[config.mk]
export PLATFORM = sky130hd
export DESIGN_NAME = overcurrent_guard_n
export DESIGN_NICKNAME = d
export VERILOG_FILES = /design/src/rtl/overcurrent_guard_n.sv
export SDC_FILE = /design/constraint.sdc
export NUM_CORES = 1
export LEC_CHECK = 0
export ABC_AREA = 1
export CAP_MARGIN = 20
export CELL_PAD_IN_SITES_DETAIL_PLACEMENT = 1
export CELL_PAD_IN_SITES_GLOBAL_PLACEMENT = 1
export CORE_UTILIZATION = 42
export DETAILED_ROUTE_END_ITERATION = 10
export PLACE_DENSITY = 0.93
export RECOVER_POWER = 100
export SLEW_MARGIN = 20
export SYNTH_ARGS = -nofsm -noshare
export SYNTH_HDL_FRONTEND = slang
export SYNTH_SLANG_ARGS = --single-unit
export TNS_END_PERCENT = 20
[constraint.sdc]
create_clock -name clk -period 4.5 [get_ports clk]
set_input_delay 0.675 -clock clk [delete_from_list [all_inputs] [get_ports clk]]
set_output_delay 0.675 -clock clk [all_outputs]
set_load 0.005 [all_outputs]
[src/rtl/overcurrent_guard_n.sv]
// rtl/overcurrent_guard_n.sv - N-channel overcurrent trip/cooldown/lockout guard; OCG_PEAK_HOLD_EN adds per-channel peak hold
module overcurrent_guard_n #(
    parameter int unsigned       N_CH      = 3,
    parameter int unsigned       DATA_W    = 16,
    parameter logic [DATA_W-1:0] TRIP_TH   = DATA_W'(16'h0258),
    parameter logic [DATA_W-1:0] CLEAR_TH  = DATA_W'(16'h01F4),
    parameter int unsigned       TRIP_CNT  = 4,
    parameter int unsigned       RETRY_CYC = 50_000_000,
    parameter int unsigned       MAX_RETRY = 3
) (
    input  logic                     clk,
    input  logic                     rst_n,
    input  logic [N_CH*DATA_W-1:0]   sample_data,
    input  logic [N_CH-1:0]          sample_valid,
    input  logic [N_CH-1:0]          clear_lockout,
    output logic [N_CH-1:0]          relay,
    output logic [N_CH-1:0]          locked,
    output logic [N_CH-1:0]          trip_event,
    output logic [N_CH*DATA_W-1:0]   peak_data
);

    localparam int OVER_W  = (TRIP_CNT > 1) ? $clog2(TRIP_CNT) : 1;
    localparam int RETRY_W = $clog2(MAX_RETRY + 2);
    localparam int TIMER_W = $clog2(RETRY_CYC + 1);

    localparam logic [OVER_W-1:0]  OVER_LAST    = OVER_W'(TRIP_CNT - 1);
    localparam logic [RETRY_W-1:0] RETRY_MAX    = RETRY_W'(MAX_RETRY);
    localparam logic [TIMER_W-1:0] TIMER_RELOAD = TIMER_W'(RETRY_CYC);

    typedef enum logic [1:0] {
        ST_ARMED   = 2'd0,
        ST_TRIPPED = 2'd1,
        ST_LOCKOUT = 2'd2
    } ch_state_t;

    for (genvar i = 0; i < N_CH; i++) begin : g_ch
        logic [DATA_W-1:0]  smp;
        logic               vld;
        logic               clr;
        logic               is_over;
        logic               is_clear;
        logic               clear_now;
        ch_state_t          state_q, state_d;
        logic [OVER_W-1:0]  over_q, over_d;
        logic [RETRY_W-1:0] retry_q, retry_d, retry_inc;
        logic [TIMER_W-1:0] timer_q, timer_d;
        logic               last_clear_q, last_clear_d;
        logic               trip_q, trip_d;

        assign smp       = sample_data[i*DATA_W +: DATA_W];
        assign vld       = sample_valid[i];
        assign clr       = clear_lockout[i];
        assign is_over   = vld && (smp > TRIP_TH);
        assign is_clear  = (smp <= CLEAR_TH);
        // A clear sample arriving this cycle counts immediately so re-arm is one edge later
        assign clear_now = vld ? is_clear : last_clear_q;
        assign retry_inc = retry_q + RETRY_W'(1);

        always_ff @(posedge clk) begin
            if (!rst_n) begin
                state_q      <= ST_ARMED;
                over_q       <= '0;
                retry_q      <= '0;
                timer_q      <= TIMER_RELOAD;
                last_clear_q <= 1'b1;
                trip_q       <= 1'b0;
            end else begin
                state_q      <= state_d;
                over_q       <= over_d;
                retry_q      <= retry_d;
                timer_q      <= timer_d;
                last_clear_q <= last_clear_d;
                trip_q       <= trip_d;
            end
        end

        always_comb begin
            state_d      = state_q;
            over_d       = over_q;
            retry_d      = retry_q;
            timer_d      = timer_q;
            last_clear_d = last_clear_q;
            trip_d       = 1'b0;
            case (state_q)
                ST_ARMED: begin
                    last_clear_d = clear_now;
                    if (is_over) begin
                        timer_d = TIMER_RELOAD;
                        if (over_q == OVER_LAST) begin
                            trip_d  = 1'b1;
                            over_d  = '0;
                            retry_d = retry_inc;
                            state_d = (retry_inc > RETRY_MAX) ? ST_LOCKOUT : ST_TRIPPED;
                        end else begin
                            over_d = over_q + OVER_W'(1);
                        end
                    end else begin
                        // Healthy window runs only while no over run is in progress
                        if (over_q == '0) begin
                            if (timer_q <= TIMER_W'(1)) begin
                                retry_d = '0;
                                timer_d = TIMER_RELOAD;
                            end else begin
                                timer_d = timer_q - TIMER_W'(1);
                            end
                        end
                        if (vld) begin
                            over_d = '0;
                        end
                    end
                end
                ST_TRIPPED: begin
                    last_clear_d = clear_now;
                    if (timer_q == '0) begin
                        if (clear_now) begin
                            state_d = ST_ARMED;
                            over_d  = '0;
                            timer_d = TIMER_RELOAD;
                        end
                    end else begin
                        timer_d = timer_q - TIMER_W'(1);
                    end
                end
                ST_LOCKOUT: begin
                    if (clr) begin
                        state_d = ST_ARMED;
                        over_d  = '0;
                        retry_d = '0;
                        timer_d = TIMER_RELOAD;
                    end
                end
                default: begin
                    state_d = ST_ARMED;
                end
            endcase
        end

        assign relay[i]      = (state_q != ST_ARMED);
        assign locked[i]     = (state_q == ST_LOCKOUT);
        assign trip_event[i] = trip_q;

`ifdef OCG_PEAK_HOLD_EN
        logic [DATA_W-1:0] peak_q;

        always_ff @(posedge clk) begin
            if (!rst_n) begin
                peak_q <= '0;
            end else if ((state_q == ST_LOCKOUT) && clr) begin
                peak_q <= '0;
            end else if (vld && (smp > peak_q)) begin
                peak_q <= smp;
            end
        end

        assign peak_data[i*DATA_W +: DATA_W] = peak_q;
`else
        assign peak_data[i*DATA_W +: DATA_W] = '0;
`endif
    end

endmodule

==> impl_metrics.ini <==
[timing]
hold_ws_ns = 0.468
skew_ns = 0.0123
rsz0062_at_grt = false
min_period_ns = 3.57
slew_headroom = 0.0336
finalHoldViolations = 0
finalCritPeriodShare = 0.794
fmax_mhz = 280
tightest_slew_ns = 1.45
setup_viol = 0
maxSlewViolCount = 0
fin_tns_setup_ns = 0

[final_layout]
fillers = 2771
antenna_cells = 0
layout-drive-gt1-share = 0.0445
area_delta_synth_final_pct = 9.91
design_area_mm2 = 0.00928
nNetsFinal = 1520

[critical_path]
reg2reg_from = g_ch[2].state_q[0]
end_kind = register
reg2reg_depth = 10
crit_start = sample_data[27]
ff2ff_setup_slack_ns = 1.52
worstPathCellList = dlygate4sd3_1 > nor2_1 > nand2_1 > nor2_1 > nor2_1 > nand3_1 > nand3_1 > nand3_4 > clkinvlp_2 > nand2_1 > nand2_1 > nor2_1
critical_path.endpoint = g_ch[1].timer_q[9]
cp-start-kind = input port
r2r_end = g_ch[2].timer_q[25]
cp_max_fo = 24
cp_slowest_stage_delay_ns = 0.54
critPathSlowestCell = dlygate4sd3_1
critPathRequiredTime_ns = 4.81
critPathMostFrequentCell = nor2_1
worstSetupPathType = input port to register
arrival_ns = 3.88

[clocking]
cts_max_level = 3
cts_tree = yes
cts_hold_buf = 0
cts.reportedPaths.clkPinSlew_ns = 0.08
clockRootBuffer = clkbuf_16
cts.sinks = 105
cts_buffers = 9
ctsResizeCount = 0
cts_setup_buffers = 0
insertion_delay_ns = 0.37
clockBufferDepth = 2

[global_routing]
grt.overflow.total = 0
grt_pass1_vias = 8833
antenna_found_initial = 0
grt_start_max_net_pins = 59
grt_pass1_wl_um = 40800
track_usage = 0.244

[synthesis]
syn_avg_cell_area_um2 = 6.08
synth_area_leaders = dfxtp_1 25%, nand2_1 16%, nor2_1 12%, inv_1 6.2%, nand3_1 6.0%
synth_area_mm2 = 0.00844
seq_area_frac_synth = 0.249
ys_warn_count = 0
synth.largest_area_cell = dfxtp_1
syn_inst = 1390
ys_seq_elements = 105
synth.top_cell.area_share = 0.249
ys_types = 45

[placement]
portBuffers = 64
place_congestion = 0.879
dp_hpwl_um = 18600
dpl_cell_area_mm2 = 0.00905

[routing]
wire_per_inst_um = 14.5
dr.pass1.iters = 5
post_drt_via_cell_ratio = 5.17
top_layer = met4
met1_length_um = 10800
vias = 8802
detail-route-antenna-nets = 0
drt_wl_total_um = 24700
wl_met3_um = 833
drc = 0
wl_met2_um = 12800
drt_iter0_markers = 353

[power_and_ir_drop]
clkPwrFrac = 0.203
powerDensity_mw_per_mm2 = 420
pwr-share-comb = 0.472
p_leak_nw = 4.37
p_seq_frac = 0.325
finalPower_mw = 3.89
sw_frac_of_total = 0.462
p_int_mw = 2.09
p_sw_mw = 1.80
ir_drop_mv = 0.197

[run]
drv_cap = 0

[floorplan]
dieArea_mm2 = 0.0207
start_util = 0.431
coreArea_mm2 = 0.0196
die_y_um = 144
ios = 113
rows = 51
die_x_um = 144

[hold_path]
holdPathStages = 2
hp-class = register to register

[status]
status = completed
-- cell usage after synthesis, drive strengths merged --
| cell | instances |
|---|---|
| or2 | 4 |
| nor2 | 296 |
| o31ai | 4 |
| and3 | 1 |
| nand3 | 107 |
| xnor2 | 18 |
| o21a | 1 |
| nand4 | 40 |
| a211o | 1 |
| nand3b | 4 |
| clkinv | 1 |
| o22ai | 2 |
| a211oi | 1 |
| nand2 | 372 |
| nor4 | 4 |
| o21ai | 44 |
| inv | 141 |
| o211ai | 1 |
| a21oi | 68 |
| xor2 | 34 |
| dfxtp | 105 |
| ha | 32 |
| clkbuf | 15 |
| buf | 70 |
| nor3 | 20 |
| conb | 1 |
| a21o | 3 |
-- layout make-up --
| class | instances | area, um^2 | area share |
|---|---|---|---|
| Clock inverter | 6 | 51.3 | 0.00553 |
| Multi-Input combinational cell | 1105 | 5370 | 0.578 |
| Tap cell | 265 | 332 | 0.0357 |
| Sequential cell | 105 | 2100 | 0.226 |
| Inverter | 142 | 534 | 0.0576 |
| Clock buffer | 10 | 229 | 0.0247 |
| Timing Repair Buffer | 69 | 668 | 0.0720 |
-- how the worst min path moves through the flow --
| stage | start | end | slack [ns] |
|---|---|---|---|
| detailed placement | g_ch[2].timer_q[1] | g_ch[2].timer_q[1] | 0.46 |
| CTS | g_ch[2].timer_q[1] | g_ch[2].timer_q[1] | 0.47 |
| global placement | g_ch[1].last_clear_q | g_ch[1].last_clear_q | 0.45 |
| global route | g_ch[0].last_clear_q | g_ch[0].last_clear_q | 0.50 |
| finish | g_ch[2].timer_q[1] | g_ch[2].timer_q[1] | 0.47 |
| floorplan | g_ch[1].last_clear_q | g_ch[1].last_clear_q | 0.44 |
-- power groups by stage --
stage / sequential [mW] / combinational (mW) / clock (mW)
2_1_floorplan: 1.23 / 1.45 / 0
3_3_place_gp: 1.27 / 1.71 / 0
3_5_place_dp: 1.28 / 1.84 / 0
4_1_cts: 1.26 / 1.86 / 0.801
5_1_grt: 1.28 / 2.08 / 0.837
6_report: 1.26 / 1.84 / 0.790
-- cell usage in the layout, fill, tap and decap left out, drive strengths merged, types with 2 or more instances in the layout --
cell and n:
nand2 372, nor2 296, inv 142, nand3 107
dfxtp 105, a21oi 68, clkdlybuf4s50 51, conb 48
o21ai 44, nand4 40, xor2 34, ha 32
nor3 20, xnor2 18, dlygate4sd3 12, clkbuf 12
nand3b 4, o31ai 4, or2 4, nor4 4
buf 4, clkinvlp 4, a21o 3, o22ai 2
clkinv 2
-- registers in the layout, indices dropped and copies added (netlist names) --
name / cells
g_ch.last_clear_q: 3
g_ch.over_q: 6
g_ch.retry_q: 9
g_ch.state_q: 6
g_ch.timer_q: 78
g_ch.trip_q: 3
-- kinds of logic (layout without fill, tap and decap cells) --
| logic type | Yosys count | count (layout) | share of synthesized area |
|---|---|---|---|
| compound gates | 125 | 125 | 0.0787 |
| xor+xnor | 52 | 52 | 0.0539 |
| fa+ha+maj | 32 | 32 | 0.0474 |
| buf+inv | 227 | 227 | 0.132 |
| flops | 105 | 105 | 0.249 |
| other cells | 1 | 48 | 0.000444 |
| simple gates | 848 | 848 | 0.439 |
-- critical path: cells and delay by family --
| family | cells | cell delay [ns] |
|---|---|---|
| buffers and inverters | 2 | 1.07 |
| and+or+nand+nor | 10 | 2.11 |
-- routing by layer --
| metal | GRT usage | up-vias |
|---|---|---|
| met4 | 0.0622 | 0 |
| met5 | 0 | - |
| met1 | 0.279 | 4236 |
| met2 | 0.468 | 152 |
| li1 | - | 4385 |
| met3 | 0.0357 | 29 |
-- metrics by stage --
| step | setup WS (ns) | utilization | std cells |
|---|---|---|---|
| floorplan | 2.50 | - | 1437 |
| global placement | 1.12 | 0.462 | 1686 |
| detailed placement | 0.905 | 0.462 | 1686 |
| global route | 0.662 | 0.474 | 1702 |
| finish | 0.928 | 0.474 | 1702 |
| CTS | 1.28 | 0.476 | 1702 |
No activity file was read; power rests on OpenSTA's default activity.
